--- src/rtl/spdif_pkg.sv ---
// rtl/spdif_pkg.sv - shared state encodings, source IDs and error-token value for the S/PDIF source arbiter.
package spdif_pkg;

   typedef enum logic [1:0] {
      EXP_L = 2'd0,
      EXP_R = 2'd1,
      ERR   = 2'd2
   } state_t;

   localparam logic SRC_A = 1'b0;
   localparam logic SRC_B = 1'b1;

   localparam int ERR_AUDIO = 0;

endpackage

--- src/rtl/spdif_watchdog_timer.sv ---
// rtl/spdif_watchdog_timer.sv - saturating idle counter; expired is high once timeout-1 cycles have passed without a clear.
module spdif_watchdog_timer #(
   parameter int timeout = 512
) (
   input  logic clk256,
   input  logic reset,
   input  logic clear,
   input  logic enable,
   output logic expired
);

   localparam int cw = $clog2(timeout);
   localparam logic [cw-1:0] last = cw'(timeout - 1);

   logic [cw-1:0] count;

   always_ff @(posedge clk256 or posedge reset) begin
      if (reset)
         count <= '0;
      else if (clear)
         count <= '0;
      else if (enable && count != last)
         count <= count + cw'(1);
   end

   assign expired = (count == last);

endmodule

--- src/rtl/spdif_source_arbiter.sv ---
// rtl/spdif_source_arbiter.sv - selects source A or B on stereo-pair boundaries into one output slot.
// Watchdog error tokens exist only with SPDIF_ARB_WATCHDOG_EN defined.
module spdif_source_arbiter
   import spdif_pkg::*;
#(
   parameter int audio_width = 16,
   parameter int timeout     = 512
) (
   input  logic                   reset,
   input  logic                   clk256,
   input  logic                   i_sel,
   input  logic                   a_valid,
   output logic                   a_ready,
   input  logic [audio_width-1:0] a_audio,
   input  logic                   a_is_left,
   input  logic                   b_valid,
   output logic                   b_ready,
   input  logic [audio_width-1:0] b_audio,
   input  logic                   b_is_left,
   output logic                   o_valid,
   input  logic                   o_ready,
   output logic [audio_width-1:0] o_audio,
   output logic                   o_is_left,
   output logic                   o_is_error,
   output logic                   o_active_src
);

   state_t                 state;
   state_t                 state_nxt;
   logic                   slot_free;
   logic                   act_valid;
   logic                   act_ready;
   logic                   act_xfer;
   logic                   act_is_left;
   logic [audio_width-1:0] act_audio;
   logic                   load_data;
   logic                   load_token;
   logic                   switch_ok;
   logic                   expired;

   // The inactive source is always drained so it never stalls upstream.
   always_comb begin
      slot_free   = ~o_valid | o_ready;
      act_ready   = (state != ERR) & slot_free & ~reset;
      act_valid   = (o_active_src == SRC_B) ? b_valid   : a_valid;
      act_audio   = (o_active_src == SRC_B) ? b_audio   : a_audio;
      act_is_left = (o_active_src == SRC_B) ? b_is_left : a_is_left;
      a_ready     = (o_active_src == SRC_B) ? ~reset    : act_ready;
      b_ready     = (o_active_src == SRC_B) ? act_ready : ~reset;
      act_xfer    = act_valid & act_ready;
   end

   always_comb begin
      state_nxt  = state;
      load_data  = 1'b0;
      load_token = 1'b0;
      switch_ok  = 1'b0;
      case (state)
         EXP_L: begin
            switch_ok = ~act_xfer;
            if (act_xfer) begin
               if (act_is_left) begin
                  load_data = 1'b1;
                  state_nxt = EXP_R;
               end
            end else if (expired) begin
               state_nxt = ERR;
            end
         end
         EXP_R: begin
            if (act_xfer) begin
               if (!act_is_left) begin
                  load_data = 1'b1;
                  state_nxt = EXP_L;
               end
            end else if (expired) begin
               state_nxt = ERR;
            end
         end
`ifdef SPDIF_ARB_WATCHDOG_EN
         ERR: begin
            if (slot_free) begin
               load_token = 1'b1;
               state_nxt  = EXP_L;
            end
         end
`endif
         default: state_nxt = EXP_L;
      endcase
   end

   always_ff @(posedge clk256 or posedge reset) begin
      if (reset)
         state <= EXP_L;
      else
         state <= state_nxt;
   end

   always_ff @(posedge clk256 or posedge reset) begin
      if (reset)
         o_active_src <= SRC_A;
      else if (switch_ok)
         o_active_src <= i_sel;
   end

   always_ff @(posedge clk256 or posedge reset) begin
      if (reset) begin
         o_valid   <= 1'b0;
         o_audio   <= '0;
         o_is_left <= 1'b0;
      end else if (load_data) begin
         o_valid   <= 1'b1;
         o_audio   <= act_audio;
         o_is_left <= act_is_left;
      end else if (load_token) begin
         o_valid   <= 1'b1;
         o_audio   <= audio_width'(ERR_AUDIO);
         o_is_left <= 1'b1;
      end else if (o_ready) begin
         o_valid   <= 1'b0;
      end
   end

`ifdef SPDIF_ARB_WATCHDOG_EN
   always_ff @(posedge clk256 or posedge reset) begin
      if (reset)
         o_is_error <= 1'b0;
      else if (load_data)
         o_is_error <= 1'b0;
      else if (load_token)
         o_is_error <= 1'b1;
   end

   spdif_watchdog_timer #(
      .timeout (timeout)
   ) u_watchdog (
      .clk256  (clk256),
      .reset   (reset),
      .clear   (act_xfer | load_token),
      .enable  (1'b1),
      .expired (expired)
   );
`else
   assign o_is_error = 1'b0;
   assign expired    = 1'b0;
`endif

endmodule

--- config.mk ---
export PLATFORM = sky130hd
export DESIGN_NAME = spdif_source_arbiter
export DESIGN_NICKNAME = d
export VERILOG_FILES = /design/src/rtl/spdif_pkg.sv /design/src/rtl/spdif_watchdog_timer.sv /design/src/rtl/spdif_source_arbiter.sv
export SDC_FILE = /design/constraint.sdc
export NUM_CORES = 1
export LEC_CHECK = 0
export ABC_CLOCK_PERIOD_IN_PS = 2500
export BUFFER_PORTS_ARGS = -buffer_cell sky130_fd_sc_hd__buf_2
export CAP_MARGIN = 20
export CORE_ASPECT_RATIO = 0.75
export CORE_MARGIN = 2
export CORE_UTILIZATION = 35
export CTS_CLUSTER_SIZE = 8
export DETAILED_ROUTE_END_ITERATION = 8
export GPL_TIMING_DRIVEN = 0
export HOLD_SLACK_MARGIN = 0.08
export PLACE_DENSITY = 0.67
export SYNTH_ARGS = -nofsm -noshare
export SYNTH_HDL_FRONTEND = slang
export SYNTH_HIERARCHICAL = 1
export SYNTH_SLANG_ARGS = --single-unit
--- constraint.sdc ---
create_clock -name clk256 -period 2.5 [get_ports clk256]
set_input_delay 0.25 -clock clk256 [delete_from_list [all_inputs] [get_ports clk256]]
set_output_delay 0.25 -clock clk256 [all_outputs]
set_load 0.005 [all_outputs]
==> Yosys cells after proc, flatten, opt, wreduce, memory -nomap -nowiden <==
Cells that the tools add are included.
{ "totals": {"elab_cells": 39, "romBits": 0, "inputBits": 40, "ram_bits": 0, "regBits": 21, "memories": 0, "latchBits": 0, "output_inout_bits": 22} }
{ "op_classes": {"addsub": 0, "n_shift": 0, "div_mod_pow": 0, "n_eq_ne": 6, "n_bitwise": 7, "n_lt_le_gt_ge": 0, "mux": 18, "n_reduce_logical": 3, "mul": 0} }
{ "op_table": {"columns": ["operator", "n"], "rows": [
  ["$mux 16", 1],
  ["$mux 1", 11],
  ["$ne 2x2->1 const B", 5],
  ["$mux 2", 4],
  ["$pmux 2 s2", 1],
  ["$reduce_and 4->1", 1],
  ["$and 1x1->1", 3],
  ["$not 1->1", 3],
  ["$eq 2x1->1 const B", 1],
  ["$logic_not 2->1", 1],
  ["$pmux 1 s2", 1],
  ["$reduce_bool 2->1", 1],
  ["$or 1x1->1", 1]
]} }

==> Depth between registers and ports, before layout <==
{ "depth": {"ltp_word": 8, "depth_mapped": 5, "mapped_depth_nobuf": 4} }

==> Least setup slack after synthesis <==
OpenSTA, ideal clock, no wires.
{ "synth_timing": {"path_kind": "flip-flop to flip-flop", "start": "register o_active_src", "end": "register o_active_src", "slack_ns": 1.042, "path_buffers": 0, "t_arrival_ns": 1.333, "period_less_slack_ns": 1.458, "setup_ns": 0.125, "path_stages_with_launch": 5, "required_ns": 2.375, "path_cell_list": "dfrtp_1 -> mux2i_1 -> nor3_4 -> nor2_1 -> mux2_2"} }
{ "synth_via": {"elab_chain_cells": 4} }
{ "synth_lines": {"columns": ["item", "line_no", "source"], "rows": [
  ["start: declaration", "spdif_source_arbiter.sv:25", "output logic o_active_src"],
  ["start signal: assignment", "spdif_source_arbiter.sv:103", "o_active_src <= i_sel;"],
  ["$mux 1", "spdif_source_arbiter.sv:45", "act_valid = (o_active_src == SRC_B) ? b_valid : a_valid;"],
  ["$and 1x1->1", "spdif_source_arbiter.sv:50", "act_xfer = act_valid & act_ready;"],
  ["$not 1->1", "spdif_source_arbiter.sv:60", "switch_ok = ~act_xfer;"],
  ["$mux 1", "spdif_source_arbiter.sv:58", "case (state)"]
]} }
Every way passes these cells.
A chain may end at the register's enable or synchronous reset.

==> Final worst setup path <==
{ "layout_timing": {"start": "register o_active_src", "end": "output a_ready"} }
{ "layout_via": {"elab_chain_cells": 1} }
{ "layout_lines": {"columns": ["item", "line_no", "source"], "rows": [
  ["$mux 1", "spdif_source_arbiter.sv:48", "a_ready = (o_active_src == SRC_B) ? ~reset : act_ready;"],
  ["end: declaration", "spdif_source_arbiter.sv:13", "output logic a_ready,"]
]} }
Every way passes these cells.

==> summary.md <==
| Metric | Value |
|---|---|
| Syn_nets | 136 |
| Clk Latency, worst-skew pair | 250 ps |
| IO buf count | 60 |
| Share of layout cells above drive strength 1 | 45.9% |
| Max-slew violation count | 0 |
| DRC Markers | 0 |
| Layout area overhead | 37.9% |
| Gate Count Post-Synth | 96 |
| Vias in the first global route | 907 |
| Outcome | complete, no violations |
| I/O Pins | 62 |
| Final Cycle Share | 74.9% |
| Die X | 66.3 um |
| GP Congestion | 0.712 |
| CP Data Arrival Time | 1620 ps |
| Worst Clk Skew | 3.69 ps |
| Most common cell in the synthesized netlist | a21oi_1 |
| Synth area leader | dfrtp_1 |
| Row Count | 16 |
| Post_cts resized | 0 |
| Sink Count | 20 |
| Final hold vios | 0 |
| Largest net degree at the start of global routing | 21 |
| Max Cap Viol | 0 |
| Yosys top cell area share | 49.1% |
| Power per cell area | 1160 nW/um^2 |
| H-tree Lvls | 1 |
| Primary FF master, synth | dfrtp_1 |
| Least-Margin Pin Slew | 753 ps |
| Commonest cells post-synth | a21oi_1 (21), dfrtp_1 (20), mux2i_1 (18) |
| Seq pwr share | 35.4% |
| Post-Syn Area per Cell | 10.6 sq um |
| Post-synth EDFFs | 0 |
| Core Footprint | 2680 sq um |
| Worst Path Max Fanout | 10 |
| CTS Hold Bufs | 0 |
| Clock slew at reported path FFs | 70 ps |
| Hold Crit Class | in2async |
| Fmax | 534 MHz |
| Grt ovf | 0 |
| Overall power | 1.63 mW |
| Dpl cells | 192 |
| Avg WL per Cell | 12.9 um |
| CP Data Required Time | 2250 ps |
| Combinational fraction of design power | 52.4% |
| WS Path Type | reg2out |
| CTS tree | yes |
| Synth unique cells | 16 |
| Overall Global Routing Usage | 15.9% |
| CP endpoint kind | output pin |
| Initial antenna violation count | 0 |
| Root Driver | clkbuf_8 |
| Final #Nets | 201 |
| Vias/cell | 4.99 |
| Clk pwr share | 12.3% |
| Yosys warning count | 6 |
| Rel. slew slack | 49.8% |
| Vias post-DR | 974 |
| Unrepaired setup endpoints after global routing | false |
| Setup Total Neg Slack | 0 ps |
| Overall die height | 50.7 um |
| LEAKAGE | 0.727 nW |
| Hold_ws | 181 ps |
| Peak VDD IR | 0.579 mV |
| Post-synthesis sequential area ratio | 49.1% |
| Clock tree buffer depth | 2 |
| Post-route minimum period | 1870 ps |
| Initial Utilization | 38.0% |
| P_int | 0.975 mW |
| Setup crit start kind | flip-flop |
| Async SR Flop Fraction | 100% |
| Ant diodes | 0 |
| NetSw | 0.653 mW |
| Post-Layout Cell Count | 195 |
| Drt first pass iters | 4 |
| Number of routed nets with antenna violations | 0 |
| Final Setup Violations | 0 |
| Switching Share | 40.1% |
| DP Wirelength | 1.97 mm |
| Postcts setup bufs | 0 |
| Synthesized cell area | 1020 sq um |
| WL final | 2.52 mm |
| Register bit count reported by yosys | 20 |
| Final core occ | 52.4% |
| Main area contributors after synthesis | dfrtp_1 (49%), mux2i_1 (18%), a21oi_1 (10%) |
| TritonCTS buffer count | 3 |
| Iter 0 DRT Violations | 36 |
| Die area | 3370 sq um |
| First-pass GRT wire length | 4.04 mm |
-- layer usage --
metal	routed length, um	GRT usage (%)	up-vias
li1	-	-	483
met1	1150	21.0	450
met2	1150	25.5	41
met3	231	6.28	0
met4	0	2.04	0
met5	0	0	-
-- flip-flops by register name, summed over array words and instances (netlist names) --
signal,cells
o_active_src,1
o_audio,16
o_is_left,1
o_valid,1
state,1
-- worst max-delay path, cell delays in order (launching register included) --
cell and delay [ps]:
dfrtp_1 410, buf_2 320, buf_2 340, inv_1 70
a21oi_1 110, buf_2 120
-- worst paths after layout --
check	to	slack, ps	depth (start not counted)	startpoint
worst max-delay path	a_ready	630	5	o_active_src$_DFFE_PP0P_
worst min-delay path	o_is_left$_DFFE_PP0P_	180	2	reset
worst max register to register	o_audio[6]$_DFFE_PP0P_	830	4	o_active_src$_DFFE_PP0P_
worst min register to register	o_audio[13]$_DFFE_PP0P_	550	2	o_audio[13]$_DFFE_PP0P_
max in group asynchronous	o_audio[13]$_DFFE_PP0P_	1850	2	reset
min in group clk256	o_active_src$_DFFE_PP0P_	240	2	i_sel
-- kinds of logic (layout without fill, tap and decap cells) --
logic type	after synthesis	in the layout	share of synthesized area, %
flops	20	20	49.1
compound gates	39	39	21.7
xor+xnor	1	1	1.60
mux	19	19	18.8
buf+inv	12	75	5.52
simple gates	4	4	2.95
other cells	1	1	0.368
-- through the flow --
stage | cell area, sq um | setup slack, ps
2_1_floorplan | 1020 | 1040
3_3_place_gp | 1370 | 814
3_5_place_dp | 1370 | 808
4_1_cts | 1410 | 587
5_1_grt | 1410 | 487
6_report | 1410 | 628
-- power by group through the flow --
stage	Combinational, mW	Sequential, mW	Clock (mW)
after global placement	0.846	0.574	0
after CTS	0.861	0.576	0.206
after detailed placement	0.863	0.579	0
after global routing	0.956	0.598	0.219
final	0.852	0.576	0.200
after floorplan	0.540	0.590	0
-- final cells by class --
class	instances	area [sq um]
inverters	3	11.3
clock buffers	3	41.3
well taps	36	45.0
repair buffers	60	300
fillers	278	1280
plain buffers	9	45.0
flip-flops and latches	20	500
multi-input cells	64	463
-- layout by cell type (no fill, tap or decap) --
master and instances:
o41ai_1 1, inv_1 3, buf_2 66, nor3_4 1
buf_4 1, xnor2_2 1, nor2b_1 1, a21o_1 1
mux2_2 1, clkbuf_8 3, dfrtp_1 20, conb_1 1
clkbuf_1 2, a21oi_1 21, nor2_1 2, a31oi_1 16
mux2i_1 18
(Power assumes the default switching activity.)
